### src/rtl/posit_shift_pkg.sv
// Shared definitions for the pipelined log-shifter: operation modes and
// the elaboration-time log2 used to size the shift amount and pipeline depth.
package posit_shift_pkg;

    typedef enum logic [1:0] {
        MODE_SLL = 2'b00,
        MODE_SRL = 2'b01,
        MODE_SRA = 2'b10,
        MODE_ROL = 2'b11
    } shift_mode_t;

    function automatic int log2(input int value);
        int result;
        result = 0;
        for (int i = 0; i < 31; i++) begin
            if ((1 << i) < value) begin
                result = i + 1;
            end
        end
        return result;
    endfunction

endpackage

### src/rtl/shift_stage.sv
// One level of the log-shifter: conditionally shifts by 2**LEVEL, accumulates
// the sticky bit and registers the result together with its side-band fields.
module shift_stage
    import posit_shift_pkg::*;
#(
    parameter int BITS  = 32,
    parameter int TAG_W = 4,
    parameter int LEVEL = 0,
    localparam int SHW  = log2(BITS)
) (
    input  logic             clk,
    input  logic             rst,
    input  logic             load,
    input  logic             in_valid,
    input  logic [BITS-1:0]  in_data,
    input  logic [SHW-1:0]   in_amt,
    input  logic [1:0]       in_mode,
    input  logic [TAG_W-1:0] in_tag,
    input  logic             in_sticky,
    output logic             out_valid,
    output logic [BITS-1:0]  out_data,
    output logic [SHW-1:0]   out_amt,
    output logic [1:0]       out_mode,
    output logic [TAG_W-1:0] out_tag,
    output logic             out_sticky
);

    localparam int S = 1 << LEVEL;

    shift_mode_t     mode;
    logic [BITS-1:0] shifted;
    logic            dropped;

    assign mode = shift_mode_t'(in_mode);

    // The MSB is never disturbed by SRA, so it still holds the original sign at every level.
    always_comb begin
        shifted = in_data;
        dropped = 1'b0;
        if (in_amt[LEVEL]) begin
            case (mode)
                MODE_SLL: begin
                    shifted = {in_data[BITS-1-S:0], {S{1'b0}}};
                    dropped = |in_data[BITS-1 -: S];
                end
                MODE_SRL: begin
                    shifted = {{S{1'b0}}, in_data[BITS-1:S]};
                    dropped = |in_data[S-1:0];
                end
                MODE_SRA: begin
                    shifted = {{S{in_data[BITS-1]}}, in_data[BITS-1:S]};
                    dropped = |in_data[S-1:0];
                end
                default: begin
                    shifted = {in_data[BITS-1-S:0], in_data[BITS-1 -: S]};
                    dropped = 1'b0;
                end
            endcase
        end
    end

    always_ff @(posedge clk or posedge rst) begin
        if (rst) begin
            out_valid  <= 1'b0;
            out_data   <= '0;
            out_amt    <= '0;
            out_mode   <= '0;
            out_tag    <= '0;
            out_sticky <= 1'b0;
        end else if (load) begin
            out_valid <= in_valid;
            if (in_valid) begin
                out_data   <= shifted;
                out_amt    <= in_amt;
                out_mode   <= in_mode;
                out_tag    <= in_tag;
                out_sticky <= in_sticky | dropped;
            end
        end
    end

endmodule

### src/rtl/pipelined_shifter.sv
// Barrel shifter split into log2(BITS) registered levels with a valid/ready
// pipeline that supports full throughput and per-stage backpressure.
module pipelined_shifter
    import posit_shift_pkg::*;
#(
    parameter int BITS  = 32,
    parameter int TAG_W = 4,
    localparam int SHW  = log2(BITS)
) (
    input  logic             clk,
    input  logic             rst,
    input  logic             in_valid,
    output logic             in_ready,
    input  logic [BITS-1:0]  in_data,
    input  logic [SHW-1:0]   in_amt,
    input  logic [1:0]       in_mode,
    input  logic [TAG_W-1:0] in_tag,
    output logic             out_valid,
    input  logic             out_ready,
    output logic [BITS-1:0]  out_data,
    output logic             out_sticky,
    output logic [TAG_W-1:0] out_tag
);

    // Index 0 is the input side; index k+1 is the register of stage k.
    logic [SHW:0]     valid_s;
    logic [SHW-1:0]   ready_s;
    logic [BITS-1:0]  data_s   [SHW+1];
    logic [SHW-1:0]   amt_s    [SHW+1];
    logic [1:0]       mode_s   [SHW+1];
    logic [TAG_W-1:0] tag_s    [SHW+1];
    logic             sticky_s [SHW+1];

    assign valid_s[0]  = in_valid;
    assign data_s[0]   = in_data;
    assign amt_s[0]    = in_amt;
    assign mode_s[0]   = in_mode;
    assign tag_s[0]    = in_tag;
    assign sticky_s[0] = 1'b0;

    // The chain ready_k = !valid_k || ready_k+1 is unrolled: a stage may load
    // when out_ready is high or any register from it to the output is empty.
    for (genvar k = 0; k < SHW; k++) begin : g_stage
        assign ready_s[k] = out_ready | ~(&valid_s[SHW:k+1]);

        shift_stage #(
            .BITS  (BITS),
            .TAG_W (TAG_W),
            .LEVEL (k)
        ) u_stage (
            .clk        (clk),
            .rst        (rst),
            .load       (ready_s[k]),
            .in_valid   (valid_s[k]),
            .in_data    (data_s[k]),
            .in_amt     (amt_s[k]),
            .in_mode    (mode_s[k]),
            .in_tag     (tag_s[k]),
            .in_sticky  (sticky_s[k]),
            .out_valid  (valid_s[k+1]),
            .out_data   (data_s[k+1]),
            .out_amt    (amt_s[k+1]),
            .out_mode   (mode_s[k+1]),
            .out_tag    (tag_s[k+1]),
            .out_sticky (sticky_s[k+1])
        );
    end

    assign in_ready   = ready_s[0] & ~rst;
    assign out_valid  = valid_s[SHW];
    assign out_data   = data_s[SHW];
    assign out_sticky = sticky_s[SHW];
    assign out_tag    = tag_s[SHW];

endmodule

### config.mk
export PLATFORM = sky130hd
export DESIGN_NAME = pipelined_shifter
export DESIGN_NICKNAME = d
export VERILOG_FILES = /design/src/rtl/posit_shift_pkg.sv /design/src/rtl/shift_stage.sv /design/src/rtl/pipelined_shifter.sv
export SDC_FILE = /design/constraint.sdc
export NUM_CORES = 1
export LEC_CHECK = 0
export ABC_AREA = 1
export ABC_CLOCK_PERIOD_IN_PS = 12900
export BUFFER_PORTS_ARGS = -buffer_cell sky130_fd_sc_hd__buf_4
export CAP_MARGIN = 15
export CORE_UTILIZATION = 56
export CTS_BUF_LIST = sky130_fd_sc_hd__clkbuf_2 sky130_fd_sc_hd__clkbuf_4 sky130_fd_sc_hd__clkbuf_8
export CTS_CLUSTER_SIZE = 28
export DETAILED_ROUTE_END_ITERATION = 7
export PLACE_DENSITY_LB_ADDON = 0.05
export SETUP_SLACK_MARGIN = 0.02
export SKIP_CTS_REPAIR_TIMING = 1
export SLEW_MARGIN = 20
export SYNTH_ARGS = -nofsm -noshare
export SYNTH_HDL_FRONTEND = slang
export SYNTH_SLANG_ARGS = --single-unit
### constraint.sdc
create_clock -name clk -period 12.9 [get_ports clk]
set_clock_uncertainty 0.05 [all_clocks]
set_input_delay 2.58 -clock clk [delete_from_list [all_inputs] [get_ports clk]]
set_output_delay 2.58 -clock clk [all_outputs]
set_load 0.005 [all_outputs]
==> impl_metrics.tcl <==
set metrics [dict create \
    outcome "finished clean" \
    core-area_sq_um 19600 \
    hold_class "flip-flop to flip-flop" \
    required_ns 10.27 \
    arrival_ns 3.53 \
    synth_top_area_share_pct 46.2 \
    fillers 1788 \
    htreeDepth 2 \
    synth_edf_count 0 \
    numPortBuffers 85 \
    switching_share_pct 39.4 \
    power_density_nw_per_um2 209 \
    multi_input_area_sq_um 4810 \
    nNetsFinal 1532 \
    insertion_delay_ns 0.52 \
    pwr-share-seq_pct 40.5 \
    dieHeight_microns 144 \
    grt_usage_pct 27.9 \
    start_util_pct 57.5 \
    finalHoldViolations 0 \
    ios 86 \
    cp-start-kind "input pin" \
    row_count 51 \
    yosysMostFrequentCell "nand2_1" \
    vdd_ir_drop_max_uv 78.4 \
    finalSetupViolations 0 \
    min_to "g_stage[2].u_stage.out_tag[0]" \
    path_max_fanout 3 \
    combPwrFrac_pct 35.1 \
    p_int_w 0.00158 \
    root_buffer "clkbuf_8" \
    cts_tree "yes" \
    finalPower_w 0.00261 \
    fin_util_pct 63.8 \
    drt_iter0_markers 795 \
    die_area_sq_um 20700 \
    synthFlopType "dfrtp_1" \
    synth_nets 1522 \
    remaining_drc_errors 0 \
    vias 9803 \
    fin_crit_sh_pct 47.7 \
    p_sw_w 0.00103 \
    grt_pass1_wl_microns 45600 \
    regArea_sq_um 5200 \
    hpwl_microns 18900 \
    drtAntennaViolNets 0 \
    synthToLayoutAreaGrowth_pct 11.0 \
    grt_pass1_vias 8760 \
    worstSetupPathType "input pin to primary output" \
    grt_max_degree 81 \
    routedWlPerCell_microns 15.7 \
    seq_area_frac_synth_pct 46.2 \
    rsz0062_at_grt "no" \
    synth.area.top_cells "dfrtp_1 46%, nand2_1 11%, o21ai_0 9.7%, inv_1 4.9%, o211ai_1 4.1%" \
    synth_area_leader_cell "dfrtp_1" \
    fin_tns_setup_ns 0 \
    vias_per_cell 5.59 \
    yosys-top-cells-count "336 x nand2_1, 219 x o21ai_0, 208 x dfrtp_1, 148 x inv_1, 83 x a21oi_1" \
    slew_violations 0 \
    r2r_end "g_stage[4].u_stage.out_data[18]" \
    avgSynthCellArea_sq_um 7.74 \
    clk_pin_slew_worst_paths_ns 0.06 \
    synthArstFlopShare_pct 100 \
    r2r-start "g_stage[3].u_stage.out_amt[4]" \
    leakage_nw 5.92 \
    hold_depth 2 \
    clock-sinks 208 \
    yosysUniqueCellTypes 32 \
    r2r.worst_path.cells 5 \
    cts_buffers 37 \
    max_cap_violations 0 \
    pwr-share-clk_pct 24.4 \
    overflow 0 \
    drt-total-wl_microns 27600 \
    min_from "g_stage[2].u_stage.out_tag[0]" \
    worst_slew_margin_rel_pct 29.0 \
    period_needed_ns 6.16 \
    ys_seq_elements 208 \
    tightest_slew_ns 1.06 \
    syn_inst 1455 \
    place_congestion 0.913 \
    drive_gt1_share_pct 12.3 \
    cts.path.max_buffers 3 \
    fmaxAchievable_ghz 0.162 \
    end_kind "primary output" \
    reg2reg_slack_ns 10.14 \
    yosys_warnings 0 \
    die_w_microns 144 \
    antenna_found_initial 0 \
    syn-cell-area_sq_um 11300 \
    first_pass_iters 5 \
    insertedDiodeCount 0 \
]
[cell type report]
| type | instances | area share, % |
|---|---|---|
| Multi-Input combinational cell | 961 | 38.5 |
| Clock buffer | 58 | 5.74 |
| Clock inverter | 5 | 0.451 |
| Tap cell | 265 | 2.65 |
| Timing Repair Buffer | 101 | 6.23 |
| Sequential cell | 208 | 41.7 |
| Inverter | 156 | 4.75 |
[how the worst max path moves through the flow]
stage	to	slack (ns)	depth (start not counted)	start
floorplan	in_ready	3.09	3	rst
global placement	in_ready	6.76	10	out_ready
detailed placement	in_ready	6.73	10	out_ready
CTS	in_ready	6.73	10	out_ready
global route	in_ready	6.65	10	out_ready
finish	in_ready	6.74	10	out_ready
[flip-flops by register name (all words and copies together), names as in the netlist]
register / flops
g_stage.u_stage.out_amt: 10
g_stage.u_stage.out_tag: 20
g_stage.u_stage.out_data: 160
g_stage.u_stage.out_mode: 8
g_stage.u_stage.out_sticky: 5
g_stage.u_stage.out_valid: 5
[metrics by stage]
step                      area [sq um]  setup slack (ns)  cells  hold slack [ns]
after global routing             12500              6.65   1754            0.458
after global placement           11700              6.76   1690            0.406
after CTS                        12500              6.73   1753            0.424
after floorplan                  11300              3.09   1455            0.392
final                            12500              6.74   1754            0.418
after detailed placement         11700              6.73   1690            0.409
[placed cells by master, fill, tap and decap left out]
cell type	synthesis	layout
a31oi_2	1	1
o21ai_2	1	1
ha_1	20	20
o22ai_1	61	61
buf_4	36	100
o21ai_0	219	219
buf_16	0	1
o211ai_1	61	61
clkinv_2	0	2
nor2_1	69	67
inv_8	0	1
o31ai_1	8	8
clkinv_1	1	1
o21ai_4	0	1
o221ai_1	10	10
nor2_4	1	3
inv_1	148	147
clkbuf_4	0	13
clkbuf_8	0	45
dfrtp_1	208	208
nand2_1	336	336
nand2_2	2	2
nor2_2	2	2
bufinv_16	0	1
clkinv_4	0	1
nand3_2	1	1
a22o_1	1	1
or3_1	1	1
inv_2	7	7
nand4_1	2	2
clkinvlp_4	0	1
o21ai_1	10	9
a211oi_1	3	3
a21oi_1	83	83
nor3_1	16	16
o32ai_1	1	1
nand3_1	52	52
[power by group through the flow]
stage | combinational, W | sequential, W | clock, W
after floorplan | 0.000708 | 0.000997 | 0
after global placement | 0.000891 | 0.00106 | 0
after detailed placement | 0.000902 | 0.00106 | 0
after CTS | 0.000909 | 0.00105 | 0.000649
after global routing | 0.00104 | 0.00108 | 0.000684
final | 0.000914 | 0.00106 | 0.000637
[worst max-delay path, stage by stage]
cell and delay, ns:
buf_4 0.11, inv_1 0.07, nand3_2 0.09, inv_2 0.10
nand2_2 0.07, nor2_2 0.14, nand2_1 0.12, nand2_1 0.08
inv_1 0.04, buf_4 0.13
[layer usage]
| metal | part of all wire, % | track usage [%] | wire (microns) | up-vias |
|---|---|---|---|---|
| met2 | 48 | 45.8 | 13200 | 305 |
| met5 | 0 | 0 | 0 | - |
| met1 | 44 | 37.3 | 12200 | 4575 |
| li1 | - | - | - | 4862 |
| met4 | 2.8 | 9.74 | 770 | 0 |
| met3 | 5.0 | 4.70 | 1380 | 61 |
[logic make-up after synthesis]
kind of cell             synth area share, %
flip-flops                              46.2
adder cells (fa/ha/maj)                 2.22
AO/OA/AOI/OAI                           23.2
buffers and inverters                   11.2
AND/OR/NAND/NOR                         17.1
Note: power is estimated with default switching activity, not from simulation.
